==> src/rtl/pc_pkg.sv <==
// Shared types for the program-counter sequencer: run state and per-cycle PC action.
package pc_pkg;

   typedef enum logic [1:0] {IDLE, RUN, DONE} pc_state_t;

   typedef enum logic [2:0] {OP_INC, OP_REL, OP_ABS, OP_CALL, OP_RET, OP_HOLD} pc_op_t;

   // Only the highest-priority request acts; stall overrides everything.
   function automatic pc_op_t pc_op_sel(input logic stall, input logic ret,
                                        input logic call, input logic abs,
                                        input logic rel);
      pc_op_t op;
      if (stall)     op = OP_HOLD;
      else if (ret)  op = OP_RET;
      else if (call) op = OP_CALL;
      else if (abs)  op = OP_ABS;
      else if (rel)  op = OP_REL;
      else           op = OP_INC;
      return op;
   endfunction

endpackage

==> src/rtl/ret_stack.sv <==
// Return-address LIFO. Push when full and pop when empty are ignored; the caller flags them.
module ret_stack #(
   parameter int D           = 12,
   parameter int STACK_DEPTH = 4
) (
   input  logic         clk,
   input  logic         rst,
   input  logic         push,
   input  logic         pop,
   input  logic         clear,
   input  logic [D-1:0] din,
   output logic [D-1:0] dout,
   output logic         full,
   output logic         empty
);

   localparam int PW = $clog2(STACK_DEPTH + 1);

   logic [PW-1:0] sp_q, sp_d;
   logic [D-1:0]  mem_q [STACK_DEPTH];

   assign full  = (sp_q == PW'(STACK_DEPTH));
   assign empty = (sp_q == '0);

   always_comb begin
      sp_d = sp_q;
      if (clear)               sp_d = '0;
      else if (push && !full)  sp_d = sp_q + PW'(1);
      else if (pop && !empty)  sp_d = sp_q - PW'(1);
   end

   always_ff @(posedge clk or posedge rst) begin
      if (rst) sp_q <= '0;
      else     sp_q <= sp_d;
   end

   // Storage needs no reset: entries above the stack pointer are never read.
   always_ff @(posedge clk) begin
      for (int i = 0; i < STACK_DEPTH; i++)
         if (push && !full && !clear && sp_q == PW'(i)) mem_q[i] <= din;
   end

   always_comb begin
      dout = '0;
      for (int i = 0; i < STACK_DEPTH; i++)
         if (sp_q == PW'(i + 1)) dout = mem_q[i];
   end

endmodule

==> src/rtl/pc_sequencer.sv <==
// Fetch-stage PC sequencer with req/done handshake, call/return stack and sticky stack errors.
// Optional retired-instruction counter enabled by defining PC_INSTR_COUNT_EN.
module pc_sequencer
   import pc_pkg::*;
#(
   parameter int D           = 12,
   parameter int START_ADDR  = 0,
   parameter int END_ADDR    = 128,
   parameter int STACK_DEPTH = 4
) (
   input  logic         clk,
   input  logic         reset,
   input  logic         req,
   input  logic         stall,
   input  logic         reljump_en,
   input  logic         absjump_en,
   input  logic         call_en,
   input  logic         ret_en,
   input  logic [D-1:0] target,
   output logic [D-1:0] prog_ctr,
   output logic         busy,
   output logic         done,
   output logic         stack_ovf,
   output logic         stack_unf,
   output logic [31:0]  instr_cnt
);

   localparam logic [D-1:0] START_PC = D'(START_ADDR);
   localparam logic [D-1:0] END_PC   = D'(END_ADDR);

   pc_state_t    state_q, state_d;
   logic [D-1:0] pc_q, pc_d;
   logic         ovf_q, ovf_d, unf_q, unf_d;
   logic         push, pop, stk_clr, cnt_en, cnt_clr;
   logic [D-1:0] stk_dout;
   logic         stk_full, stk_empty;
   pc_op_t       op;

   assign op = pc_op_sel(stall, ret_en, call_en, absjump_en, reljump_en);

   always_comb begin
      state_d = state_q;
      pc_d    = pc_q;
      ovf_d   = ovf_q;
      unf_d   = unf_q;
      push    = 1'b0;
      pop     = 1'b0;
      stk_clr = 1'b0;
      cnt_en  = 1'b0;
      cnt_clr = 1'b0;
      case (state_q)
         IDLE, DONE: begin
            if (state_q == IDLE) pc_d = START_PC;
            if (req) begin
               state_d = RUN;
               pc_d    = START_PC;
               ovf_d   = 1'b0;
               unf_d   = 1'b0;
               stk_clr = 1'b1;
               cnt_clr = 1'b1;
            end
         end
         RUN: begin
            // The END_ADDR slot never executes, so requests there are dropped.
            if (!stall && pc_q == END_PC) begin
               state_d = DONE;
            end else if (!stall) begin
               cnt_en = 1'b1;
               case (op)
                  OP_RET: begin
                     if (stk_empty) begin
                        unf_d = 1'b1;
                        pc_d  = pc_q + D'(1);
                     end else begin
                        pop  = 1'b1;
                        pc_d = stk_dout;
                     end
                  end
                  OP_CALL: begin
                     if (stk_full) ovf_d = 1'b1;
                     else          push  = 1'b1;
                     pc_d = target;
                  end
                  OP_ABS:  pc_d = target;
                  OP_REL:  pc_d = pc_q + target;
                  OP_INC:  pc_d = pc_q + D'(1);
                  default: pc_d = pc_q;
               endcase
            end
         end
         default: state_d = IDLE;
      endcase
   end

   always_ff @(posedge clk or posedge reset) begin
      if (reset) begin
         state_q <= IDLE;
         pc_q    <= START_PC;
         ovf_q   <= 1'b0;
         unf_q   <= 1'b0;
      end else begin
         state_q <= state_d;
         pc_q    <= pc_d;
         ovf_q   <= ovf_d;
         unf_q   <= unf_d;
      end
   end

   ret_stack #(.D(D), .STACK_DEPTH(STACK_DEPTH)) u_stack (
      .clk   (clk),
      .rst   (reset),
      .push  (push),
      .pop   (pop),
      .clear (stk_clr),
      .din   (pc_q + D'(1)),
      .dout  (stk_dout),
      .full  (stk_full),
      .empty (stk_empty)
   );

`ifdef PC_INSTR_COUNT_EN
   logic [31:0] cnt_q, cnt_d;

   always_comb begin
      cnt_d = cnt_q;
      if (cnt_clr)                             cnt_d = '0;
      else if (cnt_en && cnt_q != 32'hFFFF_FFFF) cnt_d = cnt_q + 32'd1;
   end

   always_ff @(posedge clk or posedge reset) begin
      if (reset) cnt_q <= '0;
      else       cnt_q <= cnt_d;
   end

   assign instr_cnt = cnt_q;
`else
   logic unused_cnt;
   assign unused_cnt = cnt_en ^ cnt_clr;
   assign instr_cnt  = '0;
`endif

   assign prog_ctr  = pc_q;
   assign busy      = (state_q == RUN);
   assign done      = (state_q == DONE);
   assign stack_ovf = ovf_q;
   assign stack_unf = unf_q;

endmodule

==> config.mk <==
export PLATFORM = sky130hd
export DESIGN_NAME = pc_sequencer
export DESIGN_NICKNAME = d
export VERILOG_FILES = /design/src/rtl/pc_pkg.sv /design/src/rtl/ret_stack.sv /design/src/rtl/pc_sequencer.sv
export SDC_FILE = /design/constraint.sdc
export NUM_CORES = 1
export LEC_CHECK = 0
export CAP_MARGIN = 10
export CORE_UTILIZATION = 35
export DETAILED_ROUTE_END_ITERATION = 8
export PLACE_DENSITY = 0.63
export SKIP_LAST_GASP = 1
export SYNTH_ARGS = -nofsm -noshare
export SYNTH_HDL_FRONTEND = slang
export SYNTH_SLANG_ARGS = --single-unit
==> constraint.sdc <==
create_clock -name clk -period 4.65 [get_ports clk]
set_clock_uncertainty 0.05 [all_clocks]
set_input_delay 0.465 -clock clk [delete_from_list [all_inputs] [get_ports clk]]
set_output_delay 0.465 -clock clk [all_outputs]
set_load 0.01 [all_outputs]
==> results_tabular.tex <==
\begin{tabular}{lr}
\hline
Metric & Value \\
\hline
\multicolumn{2}{l}{\textbf{Run status}} \\
Run status & finished clean \\
\multicolumn{2}{l}{\textbf{Power}} \\
Worst IR drop on VDD & 207.7 uV \\
Power, Total & 3.123 mW \\
Power Density & 610.4 mW/mm\^{}2 \\
Leakage power summed over all cells & 1.981 nW \\
\multicolumn{2}{l}{\textbf{Die}} \\
Area of the core & 0.01206 mm\^{}2 \\
Num rows & 40 \\
Initial Util & 0.3609 \\
Die Span X & 113.5 um \\
I/O pin count & 68 \\
Chip Height & 113.5 um \\
Die Outline Area & 0.01289 mm\^{}2 \\
\multicolumn{2}{l}{\textbf{Final layout}} \\
Leading cell types in the layout, fill and taps excluded & 48 x sky130\_fd\_sc\_hd\_\_edfxtp\_1, 43 x sky130\_fd\_sc\_hd\_\_nand2\_1, 35 x sky130\_fd\_sc\_hd\_\_clkdlybuf4s50\_1 \\
Relative area change from synthesis to final layout & 17.56\% \\
Post-route non-filler standard cell count & 642 \\
Most frequent standard cell in the layout excluding fill and tap cells & sky130\_fd\_sc\_hd\_\_edfxtp\_1 \\
Final core area utilization & 0.4243 \\
Fraction of layout instances using a drive strength above 1 & 0.07384 \\
Fin area & 0.005117 mm\^{}2 \\
Total number of nets in the final design & 509 \\
Diode insertion count for antenna repair & 0 \\
\multicolumn{2}{l}{\textbf{Timing}} \\
Final-report max-slew violation count & 0 \\
Period utilisation layout & 0.6765 \\
Final worst hold slack & 0.4685 ns \\
Hold Fails Final Rpt & 0 \\
Achievable Freq & 317.9 MHz \\
Smallest setup slack after layout & 1.504 ns \\
Sum Neg Setup Slack & 0 ns \\
Setup repair after global routing missed its margin & no \\
Worst slew slack as a fraction of its limit & 0.2319 \\
Tmin final & 3.146 ns \\
Transition at the pin with the smallest max-transition slack & 1.148 ns \\
Final Setup Violations & 0 \\
\multicolumn{2}{l}{\textbf{Clock network}} \\
\# hold bufs at CTS & 0 \\
Clock buffer depth & 2 \\
Root cell of the clock tree & sky130\_fd\_sc\_hd\_\_clkbuf\_16 \\
Clock tree from TritonCTS & yes \\
Clock sink count & 67 \\
CTS clock-pin slew for the worst setup and hold paths & 0.06 ns \\
H-tree depth reported by CTS & 3 \\
Clock buffer count from CTS & 9 \\
Number of buffers inserted by post-CTS setup repair & 0 \\
Resized cells post-CTS & 0 \\
Clock insertion delay at the later pin of the skew report & 0.33 ns \\
\multicolumn{2}{l}{\textbf{Global route}} \\
Overall fraction of global-route tracks in use & 0.1830 \\
Via count of the first global-routing pass & 3355 \\
Number of antenna violations at the first check in global routing & 0 \\
Wire length of the first global-routing pass & 18.09 mm \\
Remaining Overflow, GRT & 0 \\
Pin count of the biggest net entering global routing & 20 \\
\multicolumn{2}{l}{\textbf{Yosys}} \\
Synth Register Bits & 67 \\
Share of synthesized registers carrying an async set or reset & 0.2836 \\
Post-Syn Instances & 437 \\
Number of distinct library cells after synthesis & 80 \\
Most used flip-flop cell after synthesis & sky130\_fd\_sc\_hd\_\_edfxtp\_1 \\
Post-synthesis area per instance & 9.961 um\^{}2 \\
Post-synthesis sequential area ratio & 0.4404 \\
Cell Area, Synth & 0.004353 mm\^{}2 \\
Yosys warns & 0 \\
Number of synthesized flops with an enable pin & 48 \\
\multicolumn{2}{l}{\textbf{Hold path}} \\
Hold path depth & 2 \\
Worst min-delay path class & reg2reg \\
\multicolumn{2}{l}{\textbf{Critical path}} \\
Critical path data required time & 4.54 ns \\
Highest fanout seen on the critical path & 13 \\
Depth of the most critical reg-to-reg path & 7 \\
Setup CP Type & reg2reg \\
Critical-path cell with the highest stage delay & sky130\_fd\_sc\_hd\_\_nor2\_1 \\
Worst Path Arrival & 3.04 ns \\
Worst setup SP type & register \\
Delay-heaviest family, CP & simple AND/OR/NAND/NOR gates \\
List of cells traversed by the critical path & inv\_1, ha\_1, and4bb\_1, nand3\_1, and2\_1, nand2\_1, nor2\_1 \\
Crit path buffers/inverters & 1 \\
Highest cell delay on the worst timing path & 0.89 ns \\
Stages on worst setup path & 7 \\
Type of destination of the critical path & register \\
\multicolumn{2}{l}{\textbf{Placement}} \\
Instance count after placement with tap cells included & 626 \\
Routability cong. & 0.8697 \\
Pre-CTS WS & 1.505 ns \\
I/O Buffers & 35 \\
Placement-stage cell area & 0.004751 mm\^{}2 \\
Post-DP HPWL & 8.227 mm \\
\multicolumn{2}{l}{\textbf{Drt}} \\
Detailed router's first-iteration violation count & 291 \\
Post-Route WL & 11.32 mm \\
Total number of vias & 3466 \\
Detailed-route vias per instance & 5.399 \\
Wirelength per Cell & 17.64 um \\
Post-detailed-route DRC marker count & 0 \\
Length of the first detailed-routing pass in iterations & 4 \\
Number of nets with antenna violations after routing & 0 \\
\multicolumn{2}{l}{\textbf{Run}} \\
Max cap viols & 0 \\
\hline
\end{tabular}
area by class of cell:
type / instances / area [um^2]
Fill cell: 1183 / 6944
Clock inverter: 6 / 137.6
Inverter: 16 / 60.06
Tap cell: 168 / 210.2
Clock buffer: 10 / 229.0
Timing Repair Buffer: 40 / 387.9
Sequential cell: 67 / 1917
Multi-Input combinational cell: 335 / 2176
synthesized netlist by cell type (3+ instances only):
master | n | area, um^2
sky130_fd_sc_hd__clkbuf_1 | 10 | 37.54
sky130_fd_sc_hd__o221ai_1 | 3 | 26.28
sky130_fd_sc_hd__nor3_1 | 8 | 40.04
sky130_fd_sc_hd__xor2_1 | 7 | 61.31
sky130_fd_sc_hd__mux2i_1 | 4 | 40.04
sky130_fd_sc_hd__a22oi_1 | 7 | 52.55
sky130_fd_sc_hd__a211oi_1 | 4 | 30.03
sky130_fd_sc_hd__nor2b_1 | 5 | 31.28
sky130_fd_sc_hd__a31oi_1 | 3 | 18.77
sky130_fd_sc_hd__a221o_1 | 3 | 30.03
sky130_fd_sc_hd__a21o_1 | 3 | 22.52
sky130_fd_sc_hd__buf_4 | 32 | 240.2
sky130_fd_sc_hd__a21oi_1 | 20 | 100.1
sky130_fd_sc_hd__nor2_1 | 29 | 108.9
sky130_fd_sc_hd__inv_1 | 15 | 56.30
sky130_fd_sc_hd__o21ai_1 | 6 | 30.03
sky130_fd_sc_hd__nor4b_1 | 4 | 35.03
sky130_fd_sc_hd__a221oi_1 | 4 | 35.03
sky130_fd_sc_hd__nand4_1 | 3 | 18.77
sky130_fd_sc_hd__nand3_1 | 8 | 40.04
sky130_fd_sc_hd__and2_1 | 4 | 25.02
sky130_fd_sc_hd__ha_1 | 19 | 237.7
sky130_fd_sc_hd__nand2_1 | 43 | 161.4
sky130_fd_sc_hd__xnor2_1 | 9 | 78.83
sky130_fd_sc_hd__and3_1 | 9 | 56.30
sky130_fd_sc_hd__edfxtp_1 | 48 | 1441
sky130_fd_sc_hd__o21ai_0 | 29 | 145.1
sky130_fd_sc_hd__o211ai_1 | 6 | 45.04
sky130_fd_sc_hd__buf_2 | 7 | 35.03
sky130_fd_sc_hd__nand2b_1 | 6 | 37.54
sky130_fd_sc_hd__dfrtp_1 | 19 | 475.5
registers in the layout, indices dropped and copies added, names as in the netlist:
name / cells
stack_unf: 1
prog_ctr: 12
u_stack.sp_q: 3
stack_ovf: 1
u_stack.mem_q: 48
state_q: 2
cell families (layout without fill, tap and decap cells):
logic type                 count (synthesis)  in the layout  share of synthesized area
other                                      1             32                  0.0008615
AOI/OAI and AO/OA                        123            123                     0.1998
muxes                                      6              6                    0.01437
buffers and inverters                     66             72                    0.08652
and+or+nand+nor                          138            138                     0.1667
adders and majority gates                 20             20                    0.05921
xor gates and xnor gates                  16             16                    0.03219
DFF                                       67             67                     0.4404
report_power, final:
group | total [mW] | switching, mW | internal [mW]
clock network | 0.831 | 0.251 | 0.580
registers | 0.920 | 0.142 | 0.777
logic | 1.37 | 0.815 | 0.557
total | 3.12 | 1.21 | 1.91
worst paths after layout:
check                             from             endpoint  slack, ns
hold / removal               stack_ovf            stack_ovf       0.47
min in group asynchronous        reset         prog_ctr[11]       0.55
setup / recovery           prog_ctr[0]  u_stack.mem_q[0][8]       1.50
setup reg to reg           prog_ctr[0]  u_stack.mem_q[0][8]       1.50
hold reg to reg              stack_ovf            stack_ovf       0.47
max in group asynchronous        reset          prog_ctr[9]       3.49
layer usage:
| layer | GRT usage | vias to the layer above | share of wire |
|---|---|---|---|
| li1 | - | 1642 | - |
| met1 | 0.2500 | 1676 | 0.46 |
| met2 | 0.2992 | 135 | 0.47 |
| met3 | 0.03241 | 13 | 0.052 |
| met4 | 0.04912 | 0 | 0.013 |
| met5 | 0 | - | 0 |
tightest hold or removal path: stages, from the launching register on:
cell,delay (ns)
sky130_fd_sc_hd__dfrtp_1,0.36
sky130_fd_sc_hd__a41oi_1,0.05
sky130_fd_sc_hd__nor2_1,0.07
No activity file was read; power rests on OpenSTA's default activity.
